**config.mk**
```make
export PLATFORM = sky130hd
export DESIGN_NAME = spi_dac_slave
export DESIGN_NICKNAME = d
export VERILOG_FILES = /design/src/rtl/spi_dac_slave.sv
export SDC_FILE = /design/constraint.sdc
export NUM_CORES = 1
export LEC_CHECK = 0
export ABC_CLOCK_PERIOD_IN_PS = 3300
export CAP_MARGIN = 10
export CORE_UTILIZATION = 53
export CTS_BUF_LIST = sky130_fd_sc_hd__clkbuf_16
export CTS_CLUSTER_SIZE = 24
export DETAILED_ROUTE_END_ITERATION = 7
export GPL_ROUTABILITY_DRIVEN = 0
export GPL_TIMING_DRIVEN = 1
export PLACE_DENSITY_LB_ADDON = 0.08
export SLEW_MARGIN = 20
export SYNTH_ARGS = -nofsm -noshare
export SYNTH_HDL_FRONTEND = slang
export SYNTH_SLANG_ARGS = --single-unit
```
**constraint.sdc**
```tcl
create_clock -name i_clk -period 3.3 [get_ports i_clk]
set_clock_uncertainty 0.2 [all_clocks]
set_input_delay 0.825 -clock i_clk [delete_from_list [all_inputs] [get_ports i_clk]]
set_output_delay 0.825 -clock i_clk [all_outputs]
set_load 0.01 [all_outputs]
```
**src/rtl/spi_dac_slave.sv**
```systemverilog
// SPI mode-0 DAC slave: synchronized SPI/LDAC inputs, framed word receive, LDAC-driven DAC register.
// Optional MSB-first readback of the DAC register on o_spi_sdo when SPI_DAC_SLAVE_READBACK_EN is defined.
module spi_dac_slave #(
    parameter int unsigned DATA_WIDTH  = 16,
    parameter int unsigned SYNC_STAGES = 2
) (
    input  logic                  i_clk,
    input  logic                  i_arst_n,
    input  logic                  i_spi_cs_n,
    input  logic                  i_spi_sclk,
    input  logic                  i_spi_sdi,
    input  logic                  i_ldac_n,
    output logic                  o_spi_sdo,
    output logic [DATA_WIDTH-1:0] o_rx_data,
    output logic                  o_rx_valid,
    output logic [DATA_WIDTH-1:0] o_dac_data,
    output logic                  o_dac_update,
    output logic                  o_frame_err
);

    localparam int unsigned CNT_W = $clog2(DATA_WIDTH + 2);
    localparam logic [CNT_W-1:0] CNT_FULL = CNT_W'(DATA_WIDTH);
    localparam logic [CNT_W-1:0] CNT_OVER = CNT_W'(DATA_WIDTH + 1);

    typedef enum logic [1:0] {
        IDLE,
        RECV,
        CHECK
    } state_e;

    logic [SYNC_STAGES-1:0] cs_sync_q;
    logic [SYNC_STAGES-1:0] sclk_sync_q;
    logic [SYNC_STAGES-1:0] sdi_sync_q;
    logic [SYNC_STAGES-1:0] ldac_sync_q;
    logic                   cs_prev_q;
    logic                   sclk_prev_q;
    logic                   ldac_prev_q;
    logic                   ldac_fall_q;

    state_e                 state_q;
    logic [CNT_W-1:0]       cnt_q;
    logic [DATA_WIDTH-1:0]  shift_q;
    logic                   cs_pend_q;
    logic [DATA_WIDTH-1:0]  rx_data_q;
    logic                   rx_valid_q;
    logic [DATA_WIDTH-1:0]  dac_data_q;
    logic                   dac_update_q;
    logic                   frame_err_q;

    logic cs_s, sclk_s, sdi_s, ldac_s;
    logic cs_fall, cs_rise, sclk_rise, ldac_fall;
    logic start_frame, word_ok;

    assign cs_s        = cs_sync_q[SYNC_STAGES-1];
    assign sclk_s      = sclk_sync_q[SYNC_STAGES-1];
    assign sdi_s       = sdi_sync_q[SYNC_STAGES-1];
    assign ldac_s      = ldac_sync_q[SYNC_STAGES-1];
    assign cs_fall     = cs_prev_q & ~cs_s;
    assign cs_rise     = ~cs_prev_q & cs_s;
    assign sclk_rise   = ~sclk_prev_q & sclk_s;
    assign ldac_fall   = ldac_prev_q & ~ldac_s;
    assign start_frame = (state_q == IDLE) && (cs_fall || cs_pend_q);
    assign word_ok     = (state_q == CHECK) && (cnt_q == CNT_FULL);

    // LDAC fall is delayed one cycle so it lines up with the CHECK cycle of a CS rise sampled at the same edge.
    always_ff @(posedge i_clk or negedge i_arst_n) begin
        if (!i_arst_n) begin
            cs_sync_q   <= '1;
            sclk_sync_q <= '0;
            sdi_sync_q  <= '0;
            ldac_sync_q <= '1;
            cs_prev_q   <= 1'b1;
            sclk_prev_q <= 1'b0;
            ldac_prev_q <= 1'b1;
            ldac_fall_q <= 1'b0;
        end else begin
            cs_sync_q   <= {cs_sync_q[SYNC_STAGES-2:0], i_spi_cs_n};
            sclk_sync_q <= {sclk_sync_q[SYNC_STAGES-2:0], i_spi_sclk};
            sdi_sync_q  <= {sdi_sync_q[SYNC_STAGES-2:0], i_spi_sdi};
            ldac_sync_q <= {ldac_sync_q[SYNC_STAGES-2:0], i_ldac_n};
            cs_prev_q   <= cs_s;
            sclk_prev_q <= sclk_s;
            ldac_prev_q <= ldac_s;
            ldac_fall_q <= ldac_fall;
        end
    end

    always_ff @(posedge i_clk or negedge i_arst_n) begin
        if (!i_arst_n) begin
            state_q      <= IDLE;
            cnt_q        <= '0;
            shift_q      <= '0;
            cs_pend_q    <= 1'b0;
            rx_data_q    <= '0;
            rx_valid_q   <= 1'b0;
            dac_data_q   <= '0;
            dac_update_q <= 1'b0;
            frame_err_q  <= 1'b0;
        end else begin
            rx_valid_q   <= 1'b0;
            dac_update_q <= 1'b0;
            frame_err_q  <= 1'b0;
            case (state_q)
                IDLE: begin
                    if (start_frame) begin
                        state_q   <= RECV;
                        cnt_q     <= '0;
                        cs_pend_q <= 1'b0;
                    end
                end
                RECV: begin
                    if (cs_rise) begin
                        state_q <= CHECK;
                    end else if (sclk_rise) begin
                        shift_q <= {shift_q[DATA_WIDTH-2:0], sdi_s};
                        if (cnt_q != CNT_OVER) begin
                            cnt_q <= cnt_q + CNT_W'(1);
                        end
                    end
                end
                CHECK: begin
                    state_q <= IDLE;
                    if (cs_fall) begin
                        cs_pend_q <= 1'b1;
                    end
                    if (cnt_q == CNT_FULL) begin
                        rx_data_q  <= shift_q;
                        rx_valid_q <= 1'b1;
                    end else if (cnt_q != '0) begin
                        frame_err_q <= 1'b1;
                    end
                end
                default: state_q <= IDLE;
            endcase
            if (ldac_fall_q) begin
                dac_data_q   <= word_ok ? shift_q : rx_data_q;
                dac_update_q <= 1'b1;
            end
        end
    end

`ifdef SPI_DAC_SLAVE_READBACK_EN
    logic [DATA_WIDTH-1:0] sdo_sr_q;
    logic                  sclk_fall;

    assign sclk_fall = sclk_prev_q & ~sclk_s;

    always_ff @(posedge i_clk or negedge i_arst_n) begin
        if (!i_arst_n) begin
            sdo_sr_q <= '0;
        end else if (start_frame) begin
            sdo_sr_q <= dac_data_q;
        end else if ((state_q == RECV) && sclk_fall) begin
            sdo_sr_q <= {sdo_sr_q[DATA_WIDTH-2:0], 1'b0};
        end
    end

    assign o_spi_sdo = sdo_sr_q[DATA_WIDTH-1];
`else
    assign o_spi_sdo = 1'b0;
`endif

    assign o_rx_data    = rx_data_q;
    assign o_rx_valid   = rx_valid_q;
    assign o_dac_data   = dac_data_q;
    assign o_dac_update = dac_update_q;
    assign o_frame_err  = frame_err_q;

endmodule

```
* Yosys cells after proc, flatten, opt, wreduce, memory -nomap -nowiden
Index checks and enable logic that the tools add are counted.
Cells by class: $add $sub $neg 1, multipliers 0, divide/modulo/power cells 0, $lt $le $gt $ge 0, equal/unequal tests 10, shift operators 0, muxes and demuxes 18, bitwise logic cells 9, reduce and logical (&&, ||, !) cells 12
Operator list (count):
- 5-bit two-way mux | 4
- 16-bit two-way mux | 1
- 2-bit != test, second input constant | 6
- 5-bit case mux with 2 select lines | 1
- 1-bit two-way mux | 8
- 3-bit AND reduction | 2
- 5-bit by 1-bit adder with 5-bit output, second input constant | 1
- 5-bit equality test, second input constant | 1
- 5-bit != test, second input constant | 1
- 1-bit NOT | 5
- 5-bit AND reduction | 1
- 5-bit nonzero test | 1
- 1-bit bitwise AND | 4
- 2-bit two-way mux | 2
- 2-bit case mux with 2 select lines | 1
- 2-bit AND reduction | 2
- 2-bit nonzero test | 2
- 2-bit by 1-bit equality test with 1-bit output, second input constant | 1
- 2-bit equality test, second input constant | 1
- 1-bit logical AND | 2
- 2-bit zero test | 1
- 1-bit case mux with 2 select lines | 1
- 1-bit logical OR | 1
Word-level totals: bits in registers 71, bits in latches 0, memory bits (writable) 0, ROM bits 0, output and inout port bits 36, logic and storage cells 67, memories 0

* Logic depth before layout (Yosys ltp)
Gate-level depths: netlist (run 1).
word-level depth 6, gate-level depth with buffers 7

* Worst setup path after synthesis (run 1)
Ideal clock, no wire load.
kind flip-flop to flip-flop, start point register cnt_q[0], end point register dac_data_q[0], in the netlist o_dac_data[0], setup time 0.125 ns, data arrival time 1.607 ns, data required time 2.975 ns, path slack 1.368 ns, stages on the path, launching flop included 8, buffers on the path 2, clock period less this slack 1.932 ns, path through dfrtp_1 inv_1 ha_1 and3_1 buf_6 buf_12 mux2_4 mux2_4
On the way: cells in the longest elaborated chain, start to end 3
Ends and longest elaborated chain:
- start: declaration | RTL line 41 | logic [CNT_W-1:0] cnt_q;
- start signal: assignment | RTL line 117 | cnt_q <= cnt_q + CNT_W'(1);
- 5-bit equality test | RTL line 63 | assign word_ok = (state_q == CHECK) && (cnt_q == CNT_FULL);
- 1-bit logical AND | RTL line 63
- net word_ok | RTL line 52 | logic start_frame, word_ok;
- 16-bit two-way mux | RTL line 136 | dac_data_q <= word_ok ? shift_q : rx_data_q;
- end signal: assignment | RTL line 136
- end: declaration | RTL line 46 | logic [DATA_WIDTH-1:0] dac_data_q;
The timed path passes the listed nets, and every way through them passes these cells. A chain may end at the register's enable or synchronous reset.

* Final worst setup path (run 1)
start point register dac_data_q[3], in the netlist o_dac_data[3], end point output o_dac_data[3]
RTL lines:
- end: declaration | RTL line 16 | output logic [DATA_WIDTH-1:0] o_dac_data,
No word-level cell between the ends.

==> results of run 1 <==
[metal layers]
layer / wire [um] / up-vias / track usage (%)
li1: - / 687 / -
met1: 2069 / 795 / 24.70
met2: 2229 / 50 / 30.48
met3: 209 / 11 / 4.664
met4: 98 / 0 / 11.97
met5: 0 / - / 0
[state kept, by name (all words and copies together) (netlist names), 2 cells and up]
signal and flops:
cnt_q 5, cs_sync_q 2, ldac_sync_q 2, o_dac_data 16, o_rx_data 16, sclk_sync_q 2
sdi_sync_q 2, shift_q 16, state_q 2
[kinds of logic after synthesis]
group                    synth area share [%]
buffers and inverters                   2.475
AO/OA/AOI/OAI                           3.254
other                                  0.1374
flip-flops                              65.35
AND/OR/NAND/NOR                         5.133
multiplexers                            22.27
adder cells (fa/ha/maj)                 1.375
[worst paths after layout]
kind / depth (start not counted) / slack (ns) / startpoint / end
setup / recovery: 1 / 1.05 / o_dac_data[3] / o_dac_data[3]
hold / removal: 0 / 0.15 / sdi_sync_q[0] / sdi_sync_q[1]
setup reg to reg: 4 / 1.16 / state_q[1] / cnt_q[4]
hold reg to reg: 0 / 0.15 / sdi_sync_q[0] / sdi_sync_q[1]
max in group asynchronous: 2 / 1.87 / i_arst_n / cs_prev_q
min in group asynchronous: 1 / 0.33 / i_arst_n / o_dac_data[14]
[stage by stage]
| step | area (um2) | hold WS, ns | setup slack (ns) |
|---|---|---|---|
| after global placement | 3181 | 0.1390 | 1.233 |
| after global routing | 3462 | 0.1591 | 0.9981 |
| after CTS | 3462 | 0.1551 | 1.028 |
| after detailed placement | 3181 | 0.1434 | 1.187 |
| after floorplan | 2730 | 0.1312 | 1.368 |
| final | 3462 | 0.1519 | 1.047 |
[cell type report]
cell class	count	area share [%]
Clock buffer	9	6.505
Multi-Input combinational cell	90	25.37
Inverter	3	0.3253
Timing Repair Buffer	42	12.22
Clock inverter	7	1.626
Sequential cell	71	51.54
Tap cell	67	2.421
[placed cells by master (no fill, tap or decap), types with 2 or more instances in the layout]
| master | instances |
|---|---|
| sky130_fd_sc_hd__nand2_1 | 6 |
| sky130_fd_sc_hd__o21ai_0 | 2 |
| sky130_fd_sc_hd__nand2b_1 | 3 |
| sky130_fd_sc_hd__clkbuf_16 | 9 |
| sky130_fd_sc_hd__a21oi_1 | 2 |
| sky130_fd_sc_hd__nand3_1 | 3 |
| sky130_fd_sc_hd__nor2_1 | 4 |
| sky130_fd_sc_hd__dfstp_2 | 6 |
| sky130_fd_sc_hd__clkinv_2 | 3 |
| sky130_fd_sc_hd__ha_1 | 3 |
| sky130_fd_sc_hd__o2bb2ai_1 | 2 |
| sky130_fd_sc_hd__clkdlybuf4s50_1 | 39 |
| sky130_fd_sc_hd__inv_1 | 5 |
| sky130_fd_sc_hd__mux2_4 | 18 |
| sky130_fd_sc_hd__o211ai_1 | 2 |
| sky130_fd_sc_hd__and3_1 | 2 |
| sky130_fd_sc_hd__mux2_2 | 30 |
| sky130_fd_sc_hd__nor2b_1 | 2 |
| sky130_fd_sc_hd__dfrtp_1 | 65 |
[report_power, final]
| part | leakage (uW) | internal (uW) | total, uW | switching (uW) |
|---|---|---|---|---|
| logic | 0.000549 | 82.6 | 176 | 93.3 |
| registers | 0.000948 | 936 | 997 | 60.3 |
| clock network | 0.000149 | 571 | 891 | 320 |
==> summary.md, run 1 <==
| Metric | Value |
|---|---|
| Gate count after technology mapping | 171 |
| Cell taking the most area after synthesis | sky130_fd_sc_hd__dfrtp_1 |
| WS Path Type | flop to output pin |
| Height of the die | 73.77 um |
| Initial detailed-routing violation count | 78 |
| Overall overflow remaining after global route | 0 |
| Total Power Consumption | 2063 uW |
| Final layout net count | 226 |
| Worst setup SP type | flop |
| Clock tree from TritonCTS | built |
| Final-layout fill cell count | 317 |
| Post-route fraction of the period consumed by the critical path | 68.29% |
| Number of setup violations in the final report | 0 |
| VDD IR-drop max | 0.0003649 V |
| Final instance count without filler cells | 289 |
| Std-Cell Rows | 25 |
| Antenna violation net count after detailed routing | 0 |
| Number of max-capacitance violations reported | 0 |
| Share of the yosys chip area belonging to registers | 65.35% |
| Top cells by instance count after synthesis | sky130_fd_sc_hd__dfrtp_1, sky130_fd_sc_hd__mux2_2, sky130_fd_sc_hd__mux2_4 |
| Worst skew pair latency | 0.32 ns |
| IO buf count | 40 |
| Buf+Inv Stages, Crit Path | 1 |
| Level count of the clock H-tree | 3 |
| Post-detailed-route via-to-cell ratio | 5.339 |
| Resize count post-CTS | 0 |
| Setup TNS after final layout | 0 ns |
| Endpoint arrival time on the critical path | 1.23 ns |
| Slew at the pin with the worst max-slew slack | 0.8704 ns |
| Hold crit path type | flop to flop |
| Category of the worst setup path capture point | output pin |
| Multi-input gate area in the final layout | 878.3 um2 |
| Die width | 73.77 um |
| Average detailed-routed wire length per instance | 15.94 um |
| Routed wire length | 4.607 mm |
| Antenna cells | 0 |
| Main area contributors after synthesis | sky130_fd_sc_hd__dfrtp_1, sky130_fd_sc_hd__mux2_2, sky130_fd_sc_hd__mux2_4 |
| Relative max-transition margin | 41.97% |
| Buffer count from post-CTS setup fixing | 0 |
| Unrepaired setup endpoints after global routing | no |
| Max Fanout on Critical Path | 2 |
| Floorplan die area | 5442 um2 |
| Clock period minus final worst setup slack | 2.253 ns |
| Number of cells after detailed placement | 273 |
| Number of failing hold endpoints at the final stage | 0 |
| Status | finished, final reports clean |
| Worst path cell trace | clkdlybuf4s50_1 |
| First-pass GRT wire length | 7.638 mm |
| Antenna violations before repair | 0 |
| Top-Level Pins | 42 |
| Total of warnings raised by yosys | 0 |
| Number of different library cells in the post-synthesis netlist | 32 |
| Avg Synthesized Cell Area | 15.97 um2 |
| First-pass DRT Iterations | 5 |
| Footprint of the flip-flops and latches | 1784 um2 |
| Fraction of layout cells with a size suffix above 1 | 32.43% |
| CTS root buffer | sky130_fd_sc_hd__clkbuf_16 |
| CTS Hold Bufs | 0 |
| Cell family with the largest share of critical-path delay | buffers and inverters |
| Netlist area before placement | 2730 um2 |
| Leakage power total | 0.001646 uW |
| Post-synthesis net count | 180 |
| HPWL after detailed placement | 2.943 mm |
| Seq cells post-synth | 71 |
| Critical path required time | 2.27 ns |
| Post-synth ARST share | 100.0% |
| Area added between synthesis and finish | 26.81% |
| Maximum clock path buffer count | 2 |
| Fraction of the core area covered by cells at the end of the flow | 71.41% |
| Via count | 1,543 |
| Cell Pwr Density | 596.0 nW/um2 |
| Number of enable flip-flop cells after synthesis | 0 |
| Initial cell density of the core | 56.31% |
| Count of unresolved DRC violations after routing | 0 |
| Maximum number of pins on one net before global-route repair | 45 |
| Std-Cell Core Area | 4848 um2 |
| Maximum frequency from static timing analysis | 0.4438 GHz |
| GRT Total Usage | 19.54% |
| CTS Buf Count | 9 |
| Number of sinks handled by clock tree synthesis | 71 |
| Portion of synthesized cell area occupied by the leading cell type | 59.58% |
| Number of global-route vias before repair | 1,604 |
| Final Max Slew Viols | 0 |
| Commonest register cell after synthesis | sky130_fd_sc_hd__dfrtp_1 |
| Count leader, synth | sky130_fd_sc_hd__dfrtp_1 |
| Slowest cell delay on critical path | 0.55 ns |
| Worst-path clk slew | 0.05 ns |
| Slowest stage cell, crit path | sky130_fd_sc_hd__clkdlybuf4s50_1 |
(Power assumes the default switching activity.)
==> run 2, diff against run 1 <==
Settings changed: ABC_CLOCK_PERIOD_IN_PS 3300 to 2000, CORE_UTILIZATION 53 to 48.
Clock period 3.3 ns to 2 ns, I/O delays scaled along.
==> summary.md, run 2 (synthesized netlist as in run 1, its figures left out) <==
| Metric | Value |
|---|---|
| Most frequent cells in the layout | sky130_fd_sc_hd__dfrtp_1, sky130_fd_sc_hd__clkdlybuf4s50_1, sky130_fd_sc_hd__mux2_2 |
| Cell mode on critical path | sky130_fd_sc_hd__mux2_2 |
| Post-Place Worst Slack | 0.02656 ns |
| Number of global-route vias before repair | 1,705 |
| Fraction of the core area covered by cells at the end of the flow | 64.96% |
| Status | complete, but fails checks |
| Routed wire length | 4.835 mm |
| VDD IR-drop max | 0.0005686 V |
| Die width | 77.42 um |
| First-pass GRT wire length | 8.452 mm |
| Antenna cells | 0 |
| Level count of the clock H-tree | 3 |
| WP depth | 6 |
| Worst-path clk slew | 0.05 ns |
| Number of sinks handled by clock tree synthesis | 71 |
| Endpoint arrival time on the critical path | 1.97 ns |
| Initial cell density of the core | 49.58% |
| Slowest cell delay on critical path | 0.41 ns |
| Final Max Slew Viols | 0 |
| Post-route fraction of the period consumed by the critical path | 98.23% |
| Worst Setup Slack, final | 0.03541 ns |
| Count of cells along the worst register-to-register path | 6 |
| Cell Pwr Density | 927.8 nW/um2 |
| Violations in the final reports | negative hold slack |
| Overall overflow remaining after global route | 0 |
| Number of cells after detailed placement | 287 |
| Max Fanout on Critical Path | 9 |
| Antenna violation net count after detailed routing | 0 |
| Number of max-capacitance violations reported | 0 |
| Met2 global-route usage | 28.94% |
| Clock period minus final worst setup slack | 1.965 ns |
| HPWL after detailed placement | 3.058 mm |
| Floorplan die area | 5993 um2 |
| Leakage power total | 0.001700 uW |
| IO buf count | 40 |
| Fraction of met3 tracks used by global routing | 5.765% |
| Std-Cell Core Area | 5507 um2 |
| Min Hold Slack | -0.006068 ns |
| Area added between synthesis and finish | 31.03% |
| M1 GR Usage | 24.30% |
| Average detailed-routed wire length per instance | 15.90 um |
| Count of unresolved DRC violations after routing | 0 |
| Most utilized layer in the global route result | met2 |
| Fraction of layout cells with a size suffix above 1 | 35.78% |
| Maximum number of pins on one net before global-route repair | 72 |
| Critical path required time | 2.00 ns |
| Cell family with the largest share of critical-path delay | multiplexers |
| CTS Hold Bufs | 0 |
| Final layout net count | 237 |
| Final instance count without filler cells | 304 |
| WS Path Type | flop to flop |
| Worst skew pair latency | 0.32 ns |
| CTS Buf Count | 9 |
| Via count | 1,563 |
| Buf+Inv Stages, Crit Path | 2 |
| Worst setup SP type | flop |
| Maximum clock path buffer count | 2 |
| Top-Level Pins | 42 |
| Number of failing hold endpoints at the final stage | 5 |
| Clock tree from TritonCTS | built |
| Number of setup violations in the final report | 0 |
| First-pass DRT Iterations | 4 |
| Initial detailed-routing violation count | 100 |
| Hold crit path type | input port to async pin |
| Post-detailed-route via-to-cell ratio | 5.141 |
| Category of the worst setup path capture point | flop |
| Height of the die | 77.42 um |
| Antenna violations before repair | 0 |
| Most common library cell in the layout ignoring fill and taps | sky130_fd_sc_hd__dfrtp_1 |
| Worst path cell trace | inv_2 -> ha_1 -> and3_4 -> buf_12 -> mux2_2 -> mux2_2 |
| GRT Total Usage | 18.76% |
| Std-Cell Rows | 27 |
| Slowest stage cell, crit path | sky130_fd_sc_hd__dfrtp_1 |
| Maximum frequency from static timing analysis | 0.5090 GHz |
| CTS root buffer | sky130_fd_sc_hd__clkbuf_16 |
## run 2: layer usage
metal	part of all wire, %	wire length, um
met3	3.9	190
met2	50	2394
met4	1.7	82
met1	45	2167
met5	0	0
## run 2: timing repair
action	in CTS	in global routing
endpoints found under the setup margin	1	5
buffers inserted	0	1
cloned	1	0
resized for setup	5	1
## run 2: area by class of cell
class                   instances  area (um2)
well taps                      72       90.09
clock inverters                 6       26.28
fillers                       419        1929
repair buffers                 53       550.5
flip-flops and latches         71        1784
multi-input cells              90       889.6
inverters                       3       11.26
clock buffers                   9       225.2
## run 2: final timing paths
| kind | from | endpoint | slack (ns) |
|---|---|---|---|
| min | i_arst_n | sclk_sync_q[0] | -0.006 |
| max | cnt_q[1] | o_dac_data[8] | 0.04 |
| max in group asynchronous | i_arst_n | ldac_sync_q[0] | 1.28 |
| max reg2reg | cnt_q[1] | o_dac_data[8] | 0.04 |
| min reg2reg | sclk_sync_q[0] | sclk_sync_q[1] | 0.15 |
| min in group i_clk | sclk_sync_q[0] | sclk_sync_q[1] | 0.15 |
## run 2: where the power goes
part / total (uW) / internal, uW / switching (uW)
clock network: 1330 / 807 / 519
logic: 382 / 181 / 201
registers: 1610 / 1550 / 66.6
## run 2: stage by stage
stage | TNS (ns) | total power [uW] | cell area (um2) | hold WS, ns
2_1_floorplan | 0 | 1836 | 2730 | 0.004409
3_3_place_gp | 0 | 1974 | 3279 | 0.1337
3_5_place_dp | 0 | 2002 | 3279 | 0.1379
4_1_cts | 0 | 3353 | 3566 | 0.01184
5_1_grt | -0.05273 | 3493 | 3577 | 0.02026
6_report | 0 | 3319 | 3577 | -0.006068
## run 2: worst register-to-register path, delay by kind of cell, from the launching register on
kind	cells	cell delay, ns
simple gates	1	0.23
fa+ha+maj	1	0.16
buf+inv	2	0.23
mux	2	0.61
flops	1	0.41
==> run 3, diff against run 2 <==
Settings changed: CAP_MARGIN 10 to 0.
==> results of run 3 <==
Final layout, timing and power as in run 2 (identical DEF).
